**src/rtl/pipe_stage_reg.sv**
```systemverilog
// Generic inter-stage pipeline register: payload + valid, multi-cycle carry channel,
// flush, and a saturating count of cycles since the last load.
module pipe_stage_reg #(
    parameter int unsigned DATA_W    = 32,
    parameter int unsigned CARRY_W   = 66,
    parameter int unsigned NSTALL    = 6,
    parameter int unsigned STAGE_IDX = 3,
    parameter int unsigned CNT_W     = 4
) (
    input  logic               clk,
    input  logic               rst,
    input  logic [NSTALL-1:0]  stall,
    input  logic               flush,
    input  logic               in_valid,
    input  logic [DATA_W-1:0]  in_data,
    input  logic [CARRY_W-1:0] carry_i,
    output logic               out_valid,
    output logic [DATA_W-1:0]  out_data,
    output logic [CARRY_W-1:0] carry_o,
    output logic [CNT_W-1:0]   stall_cnt_o
);

    if (STAGE_IDX >= NSTALL || DATA_W < 1 || CARRY_W < 1) begin : g_param_check
        $error("pipe_stage_reg: illegal parameterisation");
    end

    typedef enum logic [1:0] {
        ActClear,
        ActBubble,
        ActLoad,
        ActHold
    } action_e;

    localparam logic [CNT_W-1:0] CntMax = '1;

    logic       up_stop;
    logic       dn_stop;
    action_e    action;
    logic [CNT_W-1:0] cnt_sat_inc;

    assign up_stop = stall[STAGE_IDX];

    // The last stage has no downstream stall bit to honour.
    if (STAGE_IDX + 1 < NSTALL) begin : g_dn_stop
        assign dn_stop = stall[STAGE_IDX+1];
    end else begin : g_top_stage
        assign dn_stop = 1'b0;
    end

    assign cnt_sat_inc = (stall_cnt_o == CntMax) ? CntMax : stall_cnt_o + CNT_W'(1);

    always_comb begin
        action = ActLoad;
        if (rst || flush) begin
            action = ActClear;
        end else if (up_stop && !dn_stop) begin
            action = ActBubble;
        end else if (!up_stop) begin
            action = ActLoad;
        end else begin
            action = ActHold;
        end
    end

    always_ff @(posedge clk) begin
        unique case (action)
            ActClear: begin
                out_valid   <= 1'b0;
                out_data    <= '0;
                carry_o     <= '0;
                stall_cnt_o <= '0;
            end
            ActBubble: begin
                out_valid   <= 1'b0;
                out_data    <= '0;
                carry_o     <= carry_i;
                stall_cnt_o <= cnt_sat_inc;
            end
            ActLoad: begin
                out_valid   <= in_valid;
                out_data    <= in_data;
                carry_o     <= '0;
                stall_cnt_o <= '0;
            end
            ActHold: begin
                // Payload is kept; carry keeps tracking the in-flight multi-cycle op.
                carry_o     <= carry_i;
                stall_cnt_o <= cnt_sat_inc;
            end
            default: begin
                out_valid   <= 1'b0;
                out_data    <= '0;
                carry_o     <= '0;
                stall_cnt_o <= '0;
            end
        endcase
    end

endmodule

```
**config.mk**
```make
export PLATFORM = sky130hd
export DESIGN_NAME = pipe_stage_reg
export DESIGN_NICKNAME = d
export VERILOG_FILES = /design/src/rtl/pipe_stage_reg.sv
export SDC_FILE = /design/constraint.sdc
export NUM_CORES = 1
export LEC_CHECK = 0
export ABC_AREA = 1
export CORE_MARGIN = 2
export CORE_UTILIZATION = 33
export DETAILED_ROUTE_END_ITERATION = 16
export PLACE_DENSITY = 0.75
export SLEW_MARGIN = 25
export SYNTH_ARGS = -nofsm -noshare
export SYNTH_HDL_FRONTEND = slang
export SYNTH_SLANG_ARGS = --single-unit
```
**constraint.sdc**
```tcl
create_clock -name clk -period 1.5 [get_ports clk]
set_clock_uncertainty 0.05 [all_clocks]
set_input_delay 0.375 -clock clk [delete_from_list [all_inputs] [get_ports clk]]
set_output_delay 0.375 -clock clk [all_outputs]
set_load 0.005 [all_outputs]
```
==> run_results.csv <==
group,metric,value,unit
global_routing,grt_pass1_vias,2837,
clock_tree,htreeDepth,3,
clock_tree,clk_pin_slew_worst_paths,90,ps
route,vias_per_cell,3.95,
yosys,ys_ff_latch,103,
clock_tree,cts-root-buf,"clkbuf_8",
timing,setup_ws,47.7,ps
clock_tree,clock_latency,350,ps
final_layout,nFillCells,883,
floorplanning,dieArea,10900,um2
global_routing,antenna_found_initial,0,
power,pwr-share-seq,0.554,
yosys,ys_types,13,
clock_tree,cts_tree,"done",
global_routing,grt_start_max_net_pins,38,
timing,min_period,1450,ps
route,via_count,2717,
worst_setup_path,cp-endpoint,"out_data[15]",
power,p_switching,1.09,mW
timing,setup_violations,0,
worst_setup_path,crit_path_top_delay_cell,"edfxtp_1",
route,wl_per_cell,12.0,um
floorplanning,core,9770,um2
timing,rsz0062_at_grt,"false",
final_layout,syn2layout_area_growth,71.3,%
power,comb_power_share,0.104,
worst_setup_path,worstSetupPathType,"register to output port",
timing,slew_viol_final,0,
power,p_int,4.29,mW
worst_setup_path,rr_worst_depth,5,
yosys,ys.flop_type,"dfxtp_1",
worst_setup_path,cp.arrival,1030,ps
placement,portBuffers,206,
yosys,synth_area_leaders,"dfxtp_1 42%, edfxtp_1 30%, inv_1 12%",
final_layout,fin_nets,658,
power,clkPwrFrac,0.342,
route,drt_wl_total,8250,um
final_layout,drive_gt1_frac,0.0487,
yosys,synth_cells,336,
yosys,synth_top_area_share,0.423,
timing,max_freq,689,MHz
floorplanning,die_w,104,um
route,drtIter0Drc,67,
timing,hold_violations,0,
clock_tree,cts.sinks,103,
yosys,async_flop_share,0,
run_status,status,"finished, final reports clean",
yosys,avgSynthCellArea,9.86,um2
worst_setup_path,worstPathCellList,"dlygate4sd2_1",
floorplanning,start_util,0.339,
global_routing,grt_pass1_wl,13200,um
placement,dp_hpwl,6190,um
final_layout,fin_util,0.581,
placement,place.gp.congestion,0.702,
clock_tree,postCtsHoldBufs,0,
global_routing,grt_overflow,0,
power,peakVddDrop,0.709,mV
yosys,synth_top_area_cell,"dfxtp_1",
worst_setup_path,worstSetupStartpointType,"register",
route,remaining_drc_errors,0,
worst_hold_path,hold_class,"register to register",
worst_setup_path,cp.depth,1,
clock_tree,cts_buffer_depth,2,
floorplanning,rows,36,
yosys,synth_fp_nets,445,
worst_setup_path,rr_startpoint,"stall_cnt_o[0]",
yosys,synth_edf_count,33,
worst_setup_path,end_kind,"output port",
clock_tree,numCtsBuffers,9,
floorplanning,pin_count,211,
worst_setup_path,crit_path_max_incr_delay,400,ps
route,ant_nets,0,
worst_setup_path,crit_fanout,1,
run,cap_violations,0,
timing,finalCritPeriodShare,0.968,
timing,slew_headroom,0.862,
worst_setup_path,critPathBufInv,1,
worst_setup_path,critical_path_required,1070,ps
worst_setup_path,cpLargestDelayFamily,"flip-flops",
worst_setup_path,regToRegSetupSlack,460,ps
route,firstDrtPassIters,4,
floorplanning,die_h,104,um
yosys,yosysWarningCount,0,
placement,pre_cts_ws,-196,ps
global_routing,grt_use_total,0.155,
worst_setup_path,r2r_end,"stall_cnt_o[3]",
power,swShare,0.202,
yosys,ys_seq_area_frac,0.722,
yosys,synth_common_cells,"104 x inv_1, 103 x nor2_1, 70 x dfxtp_1",
worst_setup_path,crit_path_start,"out_data[15]",
timing,worst_pin_slew,207,ps
power,p_leak,3.13,nW
final_layout,diodes,0,
power,power_density,948,nW/um2
yosys,synth.most_common_cell,"inv_1",
yosys,netlist_area,3310,um2
-- power by group through the flow --
stage               sequential (mW)  clock, mW  combinational (mW)
floorplan                      3.06          0               0.116
global placement               3.05          0               0.616
detailed placement             3.05          0               0.626
CTS                            2.98       1.91               0.567
global route                   2.99       2.01               0.610
finish                         2.98       1.84               0.559
-- worst min-delay path by stage --
stage	startpoint	endpoint	slack (ps)	cells past startpoint
floorplan	stall_cnt_o[0]	stall_cnt_o[0]	430	1
global placement	stall_cnt_o[0]	stall_cnt_o[0]	430	1
detailed placement	stall_cnt_o[0]	stall_cnt_o[0]	440	1
CTS	stall_cnt_o[0]	stall_cnt_o[0]	450	1
global route	carry_i[6]	carry_o[6]	470	3
finish	stall_cnt_o[0]	stall_cnt_o[0]	450	1
-- logic make-up (layout without fill, tap and decap cells) --
logic type | Yosys count | after routing | share of synthesized area
buf+inv | 114 | 332 | 0.137
fa+ha+maj | 1 | 1 | 0.00378
flops | 103 | 103 | 0.722
compound gates | 3 | 3 | 0.00453
simple gates | 115 | 115 | 0.133
-- registers in the layout, summed over array words and instances, names as in the netlist --
| name | count |
|---|---|
| carry_o | 66 |
| stall_cnt_o | 4 |
| out_data | 32 |
| out_valid | 1 |
-- cells in the final DEF (no fill, tap or decap) --
master           synthesis  layout
dfxtp_1                 70      66
inv_1                  104     104
nand2_2                  1       2
ha_1                     1       1
dfxtp_4                  0       1
nor2_1                 103     103
buf_12                   0       4
clkbuf_1                 0       2
a21oi_1                  2       2
dfxtp_2                  0       3
o21ai_0                  1       1
nor2_2                   1       1
clkdlybuf4s50_1          0     103
bufinv_16                0       1
buf_4                    0       2
edfxtp_1                33      33
nand3_1                  3       3
dlygate4sd2_1            0     103
clkbuf_16                0       1
clkinv_2                 0       1
nand2_1                  7       6
clkbuf_8                 0      11
-- repair_timing --
item,in CTS,in global routing
setup buffers,0,0
gates resized for setup,108,0
endpoints found under the setup margin,103,0
-- stage by stage --
step                      total power [mW]  hold slack, ps  TNS (ps)  instances  area, um2
after detailed placement              3.68             442     -9490        671       5580
after CTS                             5.46             450         0        687       5670
final                                 5.38             449         0        687       5670
after global placement                3.66             430     -8550        671       5580
after global routing                  5.61             466         0        687       5670
after floorplan                       3.18             432         0        336       3320
-- final cells by class --
cell class	instances	area [um2]	area share
clock buffers	14	184	0.0324
clock inverters	2	35.0	0.00617
inverters	104	390	0.0688
multi-input cells	119	470	0.0829
flip-flops and latches	103	2400	0.423
well taps	133	166	0.0293
repair buffers	212	2030	0.357
-- metal layers --
layer / wire, um / track usage
met4: 171 / 0.0753
met3: 742 / 0.0551
met2: 4240 / 0.283
met5: 0 / 0
met1: 3090 / 0.154
No activity file was read; power rests on OpenSTA's default activity.
